File: src/rtl/jk_pkg.sv
// jk_pkg: shared state encoding and command-mode constants for the
// JK excitation generator.
package jk_pkg;

    typedef enum logic [1:0] {
        ST_IDLE  = 2'd0,
        ST_DRIVE = 2'd1,
        ST_CHECK = 2'd2,
        ST_DONE  = 2'd3
    } jk_state_t;

    localparam logic MODE_JUMP  = 1'b0;
    localparam logic MODE_COUNT = 1'b1;

endpackage

File: src/rtl/jk_excite_bit.sv
// jk_excite_bit: per-bit excitation for one JK flip-flop, moving q to e.
// JK_EXCITE_TOGGLE_EN selects toggle drive (J = K = 1 on bits that change);
// otherwise set/reset drive is used and J, K are never both high.
module jk_excite_bit (
    input  logic q,
    input  logic e,
    output logic j,
    output logic k
);

`ifdef JK_EXCITE_TOGGLE_EN
    // Toggle every bit that differs, leave matching bits alone.
    always_comb begin
        j = q ^ e;
        k = q ^ e;
    end
`else
    // Set a bit that must rise, reset a bit that must fall.
    always_comb begin
        j = ~q & e;
        k = q & ~e;
    end
`endif

endmodule

File: src/rtl/jk_excite_gen.sv
// jk_excite_gen: drives an external JK register bank to a commanded value,
// either in one jump or by single steps, checking q_fb after every drive
// and retrying a bounded number of times before flagging err.
// Optional macro: JK_EXCITE_TOGGLE_EN (toggle-style excitation).
//
// state    | meaning
// ---------+-----------------------------------------------------------
// ST_IDLE  | waiting for a command; err holds its last value
// ST_DRIVE | J/K applied to the bank for exactly one cycle
// ST_CHECK | compare q_fb with the expected value, retry/step/finish
// ST_DONE  | one-cycle done pulse
module jk_excite_gen
    import jk_pkg::*;
#(
    parameter int WIDTH     = 4,
    parameter int MAX_RETRY = 2
) (
    input  logic             CLK,
    input  logic             RST_n,
    input  logic             cmd_valid,
    output logic             cmd_ready,
    input  logic             cmd_mode,
    input  logic [WIDTH-1:0] cmd_target,
    input  logic [WIDTH-1:0] q_fb,
    output logic [WIDTH-1:0] J,
    output logic [WIDTH-1:0] K,
    output logic             busy,
    output logic             done,
    output logic             err
);

    localparam int RW = (MAX_RETRY < 1) ? 1 : $clog2(MAX_RETRY + 1);

    jk_state_t        state, state_n;
    logic [WIDTH-1:0] target_r, target_n;
    logic             mode_r, mode_n;
    logic [WIDTH-1:0] e_r, e_n;
    logic [RW-1:0]    retry_r, retry_n;
    logic             err_n;
    logic             drive_n;
    logic [WIDTH-1:0] jd, kd;

    // One step from cur toward tgt; never steps past tgt, so never wraps.
    function automatic logic [WIDTH-1:0] step_toward(input logic [WIDTH-1:0] cur,
                                                     input logic [WIDTH-1:0] tgt);
        return (tgt > cur) ? cur + WIDTH'(1) : cur - WIDTH'(1);
    endfunction

    // Excitation is computed a cycle ahead from the next expected value; the
    // bank is idle then, so q_fb is the value it will hold during DRIVE.
    for (genvar i = 0; i < WIDTH; i++) begin : g_bit
        jk_excite_bit u_bit (
            .q (q_fb[i]),
            .e (e_n[i]),
            .j (jd[i]),
            .k (kd[i])
        );
    end

    // State register plus latched command, expected value, retries and J/K.
    always_ff @(posedge CLK) begin
        if (!RST_n) begin
            state    <= ST_IDLE;
            target_r <= '0;
            mode_r   <= MODE_JUMP;
            e_r      <= '0;
            retry_r  <= '0;
            err      <= 1'b0;
            J        <= '0;
            K        <= '0;
        end else begin
            state    <= state_n;
            target_r <= target_n;
            mode_r   <= mode_n;
            e_r      <= e_n;
            retry_r  <= retry_n;
            err      <= err_n;
            J        <= drive_n ? jd : '0;
            K        <= drive_n ? kd : '0;
        end
    end

    // Next-state logic, expected-value selection and retry bookkeeping.
    always_comb begin
        state_n  = state;
        target_n = target_r;
        mode_n   = mode_r;
        e_n      = e_r;
        retry_n  = retry_r;
        err_n    = err;
        drive_n  = 1'b0;
        case (state)
            ST_IDLE: begin
                if (cmd_valid) begin
                    target_n = cmd_target;
                    mode_n   = cmd_mode;
                    retry_n  = '0;
                    err_n    = 1'b0;
                    if (q_fb == cmd_target) begin
                        state_n = ST_DONE;
                    end else begin
                        state_n = ST_DRIVE;
                        drive_n = 1'b1;
                        e_n     = (cmd_mode == MODE_JUMP) ? cmd_target
                                                          : step_toward(q_fb, cmd_target);
                    end
                end
            end
            ST_DRIVE: state_n = ST_CHECK;
            ST_CHECK: begin
                if (q_fb != e_r) begin
                    if (retry_r < RW'(MAX_RETRY)) begin
                        retry_n = retry_r + 1'b1;
                        state_n = ST_DRIVE;
                        drive_n = 1'b1;
                    end else begin
                        err_n   = 1'b1;
                        state_n = ST_IDLE;
                    end
                end else if (mode_r == MODE_JUMP || e_r == target_r) begin
                    state_n = ST_DONE;
                end else begin
                    retry_n = '0;
                    e_n     = step_toward(q_fb, target_r);
                    state_n = ST_DRIVE;
                    drive_n = 1'b1;
                end
            end
            ST_DONE: state_n = ST_IDLE;
            default: state_n = ST_IDLE;
        endcase
    end

    assign cmd_ready = (state == ST_IDLE);
    assign busy      = (state != ST_IDLE);
    assign done      = (state == ST_DONE);

endmodule

File: config.mk
export PLATFORM = sky130hd
export DESIGN_NAME = jk_excite_gen
export DESIGN_NICKNAME = d
export VERILOG_FILES = /design/src/rtl/jk_pkg.sv /design/src/rtl/jk_excite_bit.sv /design/src/rtl/jk_excite_gen.sv
export SDC_FILE = /design/constraint.sdc
export NUM_CORES = 1
export LEC_CHECK = 0
export CAP_MARGIN = 0
export CORE_MARGIN = 2
export CORE_UTILIZATION = 30
export CTS_BUF_LIST = sky130_fd_sc_hd__clkbuf_2 sky130_fd_sc_hd__clkbuf_4 sky130_fd_sc_hd__clkbuf_8
export DETAILED_ROUTE_END_ITERATION = 10
export GPL_ROUTABILITY_DRIVEN = 0
export GPL_TIMING_DRIVEN = 0
export PLACE_DENSITY = 0.61
export SETUP_SLACK_MARGIN = 0.5
export SLEW_MARGIN = 15
export SYNTH_ARGS = -nofsm -noshare
export SYNTH_HDL_FRONTEND = slang
export SYNTH_SLANG_ARGS = --single-unit
File: constraint.sdc
create_clock -name CLK -period 2.6 [get_ports CLK]
set_input_delay 0.39 -clock CLK [delete_from_list [all_inputs] [get_ports CLK]]
set_output_delay 0.39 -clock CLK [all_outputs]
set_load 0.01 [all_outputs]
==> metrics.txt, run 1 <==
fraction of registers with async set/reset 0%; critical path startpoint category flip-flop; Max-Cap Viols 0; maximum number of pins on one net before global-route repair 13; type of destination of the critical path flip-flop; All-Layer GR Usage 14.6%; NumNets Final 250; Tmin final roughly 2.1 ns; setup slack on the worst flop-to-flop path 0.53 ns; effective utilization at floorplan 30.8%; number of nets produced by synthesis 207; detailed-placement wirelength estimate 3070 um; Via Count 1,515; 1st-pass router iterations 4; endpoints failing hold 0; setup repair after global routing missed its margin yes; clock tree sinks 22; area delta synth->final 44.0%; drt wl/cell 14.2 um; wl on met1 roughly 2100 um; via count of the first global-routing pass between 1,000 and 1,500; LEAKAGE 0.905 nW; Placeable Area 5040 um2; data required time at the worst endpoint between 2 and 3 ns; maximum vdd ir drop 0.253 mV; number of placed I/O pins 24; uppermost layer routed met4; power share of the combinational group 35.6%; maximum clock rate 482 MHz; crit path kind reg -> reg; Vert. Die Dim between 70 and 80 um; clock transition at the register clock pins on the worst setup and hold paths after CTS about 0.07 ns; deepest clock path buffer count 2; die width 76 um; placement-stage cell area 1900 um2; mean cell area of the mapped netlist roughly 8.4 um2; number of max-slew violations in the final report 0; delay contributed by the slowest stage of the critical path 0.52 ns; CTS H-tree lvls 1; number of port buffers 22; worst hold path depth 2; Cell Area, Synth 1560 um2; Pint 0.664 mW; capture endpoint of the worst hold path J[1]; portion of total power attributed to the clock network 25.2%; cell at the root of the clock tree sky130_fd_sc_hd__clkbuf_8; count of routing violations after the opening detailed-route iteration 74; sequential cell fraction of total power roughly two fifths; number of antenna violations at the first check in global routing 0; PnR Total Power 0.982 mW; vias per std cell between 5 and 6; min-delay worst type in -> reg; fin area about 2200 um2; worst flop-to-flop path startpoint e_r[1]; count of state elements after synthesis 22; Antenna Violating Nets Remaining 0; grt ovf 0; Worst Reg-to-Reg Cells 6; sequential share of the synthesized area 28.3%; met2 wirelength from detailed routing roughly 1900 um; number of remaining DRC errors 0; count of warnings emitted by yosys 0; Post-Route Skew ~0.0067 ns; gate count of the mapped netlist approximately 190; placed cell count 277; final-report setup violation count 0; unique cell type count in the Yosys netlist 50; crit path cell chain xor2_1 > o41a_2 > and3_4 > and3b_2 > a2111oi_4 > and3_1; Slew @ Worst Pin 0.519 ns; number of buffers created by CTS 3; sum of met3 wire segment lengths after detailed routing 161 um; global-route wire length before repair approximately 7000 um; fill cell count 500; Max FO, Critical Path 3; worst slack after detailed placement -0.546 ns; post-route setup slack 0.527 ns; primary flip-flop cell chosen by synthesis mapping sky130_fd_sc_hd__dfxtp_1; period utilisation layout 79.7%; status completed; data arrival time of the worst path 2.28 ns; Die Footprint around 5800 um2; total wire length 4210 um; Non-Filler Instances 297; endpoint of the worst register-to-register path K[1]; clock tree from TritonCTS yes; switching fraction of total power between 30% and 40%; insertion delay of the later-clocked pin in the worst-skew pair about 0.27 ns; setup_tns 0 ns; fraction of layout cells with a size suffix above 1 31.7%; number of antenna repair diodes 0; Net Switching 0.317 mW; power density of the placed cells 438 nW/um2; hold path startpoint q_fb[1]; number of rows created at floorplan 26; number of enable flip-flop cells after synthesis 0; cell type of the slowest stage on the worst timing path sky130_fd_sc_hd__o41a_2; max-slew headroom at the worst pin 65.4%
==> Yosys cell counts, drive strengths merged, types with 2 or more instances <==
library cell | count | area, um2
inv | 11 | 41.3
nor2 | 10 | 37.5
a21o | 4 | 30.0
clkbuf | 2 | 17.5
mux2i | 2 | 20.0
and2 | 3 | 18.8
and3 | 3 | 20.0
nor3b | 3 | 32.5
nor4 | 2 | 27.5
nand4 | 6 | 37.5
and4 | 4 | 35.0
a211oi | 3 | 22.5
ha | 10 | 125
nand3 | 5 | 25.0
a2111oi | 2 | 55.1
nand2 | 24 | 92.6
xor2 | 8 | 70.1
nor2b | 2 | 12.5
or3 | 2 | 13.8
buf | 3 | 26.3
nor3 | 5 | 25.0
o211ai | 2 | 15.0
dfxtp | 22 | 440
o21ai | 9 | 45.0
a21oi | 20 | 100
a221oi | 2 | 23.8
==> registers in the layout, summed over array words and instances (netlist names) <==
register  count
err           1
K             4
J             4
retry_r       2
target_r      4
mode_r        1
e_r           4
state         2
==> final cells by class <==
class,count,area [um2],area share (%)
multi-input cells,147,1200,53.7
clock buffers,4,55.1,2.46
flip-flops and latches,22,457,20.4
inverters,11,45.0,2.01
plain buffers,5,43.8,1.96
repair buffers,38,348,15.5
well taps,70,87.6,3.91
==> per-layer routing <==
layer	vias to the layer above	GRT usage, %
met5	-	0
met3	6	3.08
li1	770	-
met2	35	22.7
met4	0	3.45
met1	704	20.8
==> cells by family (layout without fill, tap and decap cells) <==
family | after synthesis | after routing | share of synthesized area (%)
simple gates | 74 | 74 | 27.2
flops | 22 | 22 | 28.3
buf+inv | 16 | 58 | 5.47
mux | 3 | 3 | 2.01
xor+xnor | 8 | 8 | 4.51
compound gates | 52 | 52 | 24.5
fa+ha+maj | 10 | 10 | 8.05
==> per-stage QoR <==
| stage | util (%) | hold slack [ns] |
|---|---|---|
| 5_1_grt | 44.4 | 0.352 |
| 2_1_floorplan | - | 0.437 |
| 6_report | 44.4 | 0.354 |
| 4_1_cts | 42.4 | 0.356 |
| 3_5_place_dp | 37.6 | 0.454 |
| 3_3_place_gp | 37.6 | 0.455 |
==> placed cells by master (no fill, tap or decap), types with 2 or more instances in the layout <==
master                             n
sky130_fd_sc_hd__nor2_1            9
sky130_fd_sc_hd__inv_1             8
sky130_fd_sc_hd__buf_6             2
sky130_fd_sc_hd__dfxtp_4           3
sky130_fd_sc_hd__nor2b_1           2
sky130_fd_sc_hd__nand3_1           4
sky130_fd_sc_hd__and2_1            3
sky130_fd_sc_hd__o21ai_0           5
sky130_fd_sc_hd__buf_2             2
sky130_fd_sc_hd__nand2_2           2
sky130_fd_sc_hd__dlygate4sd2_1     2
sky130_fd_sc_hd__nand4_1           6
sky130_fd_sc_hd__nand2_1          22
sky130_fd_sc_hd__inv_2             2
sky130_fd_sc_hd__ha_4              6
sky130_fd_sc_hd__dfxtp_2           4
sky130_fd_sc_hd__buf_12            2
sky130_fd_sc_hd__xor2_1            8
sky130_fd_sc_hd__o211ai_1          2
sky130_fd_sc_hd__a21oi_1          19
sky130_fd_sc_hd__o21ai_1           4
sky130_fd_sc_hd__a2111oi_4         2
sky130_fd_sc_hd__nor3b_2           3
sky130_fd_sc_hd__a21o_1            4
sky130_fd_sc_hd__ha_1              4
sky130_fd_sc_hd__and3_1            2
sky130_fd_sc_hd__buf_4            17
sky130_fd_sc_hd__clkbuf_8          5
sky130_fd_sc_hd__and4_1            3
sky130_fd_sc_hd__nor3_1            4
sky130_fd_sc_hd__clkdlybuf4s50_1  14
sky130_fd_sc_hd__dfxtp_1          15
==> how the worst max path moves through the flow <==
| stage | startpoint | endpoint | slack (ns) | depth (start not counted) |
|---|---|---|---|---|
| final | e_r[1] | K[1] | 0.53 | 6 |
| after global routing | target_r[2] | K[1] | 0.43 | 7 |
| after CTS | e_r[1] | K[1] | 0.47 | 6 |
| after detailed placement | q_fb[2] | K[1] | -0.55 | 9 |
| after global placement | q_fb[2] | K[1] | -0.55 | 9 |
| after floorplan | q_fb[1] | K[1] | 0.51 | 8 |
==> power groups by stage <==
stage,clock [mW],sequential [mW],combinational [mW]
6_report,0.248,0.385,0.349
5_1_grt,0.268,0.389,0.384
4_1_cts,0.252,0.384,0.320
3_5_place_dp,0,0.391,0.280
3_3_place_gp,0,0.391,0.277
2_1_floorplan,0,0.387,0.191
==> critical path: cells and delay by family, from the launching register on <==
| family | cells | cell delay, ns |
|---|---|---|
| AND/OR/NAND/NOR | 3 | 0.62 |
| XOR/XNOR | 1 | 0.16 |
| flip-flops | 1 | 0.37 |
| AO/OA/AOI/OAI | 2 | 0.88 |
==> repair_timing <==
action | CTS | global route
endpoints found under the hold margin | 0 | 0
pin swaps | 19 | 10
hold buffers | 0 | 0
resized for setup | 51 | 19
setup buffers | 11 | 5
setup endpoints to repair | 14 | 13
No activity file was read; power rests on OpenSTA's default activity.
==> run 2, diff against run 1 <==
==> constraint.sdc (replaced) <==
create_clock -name CLK -period 2.15 [get_ports CLK]
set_input_delay 0.3225 -clock CLK [delete_from_list [all_inputs] [get_ports CLK]]
set_output_delay 0.3225 -clock CLK [all_outputs]
set_load 0.01 [all_outputs]
==> metrics.txt, run 2 (synthesized netlist as in run 1, its figures left out) <==
number of max-slew violations in the final report 0 (unchanged); Slew @ Worst Pin 0.527 ns (+0.00778 ns); Vert. Die Dim 76 um (unchanged); Tmin final 2.10 ns (+0.0225 ns); Non-Filler Instances 311 (+4.7%); LEAKAGE 1.02 nW (+13%); period utilisation layout 97.4% (+18 points); deepest clock path buffer count 2 (unchanged); max-slew headroom at the worst pin 64.8% (-0.59 points); clock transition at the register clock pins on the worst setup and hold paths after CTS 0.08 ns (about the same); placement-stage cell area 1940 um2 (+2.1%); fin area 2430 um2 (+8.5%); 1st-pass router iterations 4 (unchanged); maximum clock rate 477 MHz (-1.1%); final-report setup violation count 0 (unchanged); setup slack on the worst flop-to-flop path 0.05 ns (-0.47 ns); number of buffers created by CTS 3 (unchanged); fill cell count 501 (+0.20%); All-Layer GR Usage 15.9% (+1.3 points); vias per std cell 5.27 (+3.4%); Worst Reg-to-Reg Cells 7 (+1); Via Count 1,640 (+8.3%); capture endpoint of the worst hold path J[1]; area delta synth->final 56.3%; worst flop-to-flop path startpoint target_r[2]; power density of the placed cells 504 nW/um2 (+15%); endpoints failing hold 0 (unchanged); maximum vdd ir drop 0.307 mV (+21%); data required time at the worst endpoint 2.35 ns (-0.46 ns); Max-Cap Viols 0 (unchanged); Antenna Violating Nets Remaining 0 (unchanged); post-route setup slack 0.0549 ns (-0.473 ns); cell type of the slowest stage on the worst timing path sky130_fd_sc_hd__o41a_2; Placeable Area 5040 um2 (unchanged); critical path startpoint category flip-flop; min-delay worst type in -> reg; data arrival time of the worst path 2.30 ns (+0.02 ns); total wire length 4580 um (+8.8%); insertion delay of the later-clocked pin in the worst-skew pair 0.26 ns (about the same); most common cell after layout, fill and taps aside sky130_fd_sc_hd__buf_4; Util after Layout 48.2% (+3.8 points); hold path startpoint q_fb[1]; worst slack after detailed placement -0.926 ns (-0.380 ns); cell at the root of the clock tree sky130_fd_sc_hd__clkbuf_8; number of hold buffers added after CTS 0 (unchanged); detailed-placement wirelength estimate 3070 um (about the same); setup_tns 0 ns (unchanged); drt wl/cell 14.7 um (+3.9%); placed cell count 277 (unchanged); NumNets Final 264 (+5.6%); CTS H-tree lvls 1 (unchanged); PnR Total Power 1.23 mW (+25%); clock tree from TritonCTS yes; setup repair after global routing missed its margin yes; effective utilization at floorplan 30.8% (unchanged); commonest cells after routing, fill and taps aside 29 x sky130_fd_sc_hd__buf_4, 22 x sky130_fd_sc_hd__nand2_1, 14 x sky130_fd_sc_hd__a21oi_1, 13 x sky130_fd_sc_hd__dfxtp_1, 11 x sky130_fd_sc_hd__clkdlybuf4s50_1; number of remaining DRC errors 0 (unchanged); worst hold path depth 2 (unchanged); Post-Route Skew 0.00546 ns (-0.00119 ns); grt ovf 0 (unchanged); fraction of layout cells with a size suffix above 1 39.8% (+8.1 points); endpoint of the worst register-to-register path K[0]; die width 76 um (unchanged); clock tree sinks 22 (unchanged); number of antenna violations at the first check in global routing 0 (unchanged); number of antenna repair diodes 0 (unchanged); status completed; number of rows created at floorplan 26 (unchanged); count of routing violations after the opening detailed-route iteration 108 (+46%); worst slack on hold paths 0.315 ns (-0.0388 ns); crit path kind reg -> reg; global-route wire length before repair 7670 um (+11%); crit path cell chain xor2_1 > o41a_2 > buf_6 > nand2_4 > mux2_4 > a221oi_4 > and3_1; maximum number of pins on one net before global-route repair 13 (unchanged); Max FO, Critical Path 4 (+1); delay contributed by the slowest stage of the critical path 0.50 ns (-0.02 ns); Die Footprint 5780 um2 (unchanged); number of port buffers 22 (unchanged); via count of the first global-routing pass 1,606 (+17%); number of placed I/O pins 24 (unchanged); type of destination of the critical path flip-flop
-- run 2: worst max path at each step --
| stage | start | to | slack [ns] | cells after the start |
|---|---|---|---|---|
| after floorplan | q_fb[2] | K[1] | 0.16 | 8 |
| after global placement | q_fb[2] | K[1] | -0.96 | 9 |
| after detailed placement | q_fb[2] | K[1] | -0.93 | 9 |
| after CTS | target_r[3] | K[1] | 0.02 | 6 |
| after global routing | q_fb[3] | K[2] | -0.04 | 10 |
| final | target_r[2] | K[0] | 0.05 | 7 |
-- run 2: layer usage --
metal,global-route usage [%],share of wire [%]
met5,0,0
met4,2.55,0.59
met1,21.6,47
met3,3.20,6.1
met2,26.6,47
-- run 2: repair_timing --
action                                 in CTS  in global routing
setup buffers                              24                  6
endpoints found under the hold margin       0                  0
pin swaps                                  24                 20
resized for setup                          65                 11
setup endpoints to repair                  20                 17
-- run 2: worst max-delay path, delay by kind of cell (launching register included) --
kind | cells | cell delay [ns]
xor gates and xnor gates | 1 | 0.16
AOI/OAI and AO/OA | 2 | 0.79
DFF | 1 | 0.37
and+or+nand+nor | 2 | 0.26
muxes | 1 | 0.31
buffers and inverters | 1 | 0.14
-- run 2: power by group --
group / switching (mW) / internal, mW / leakage, nW
Clock: 0.127 / 0.163 / 0.0288
Sequential: 0.0319 / 0.436 / 0.184
Combinational: 0.238 / 0.229 / 0.806
Total: 0.397 / 0.828 / 1.02
-- run 2: cell type report --
cell class,count,area [um2],share of cell area (%)
multi-input combinational,147,1270,52.4
buffer,5,51.3,2.11
timing repair buffer,52,454,18.7
sequential,22,462,19.0
clock buffer,4,55.1,2.26
inverter,11,47.5,1.96
tap,70,87.6,3.60
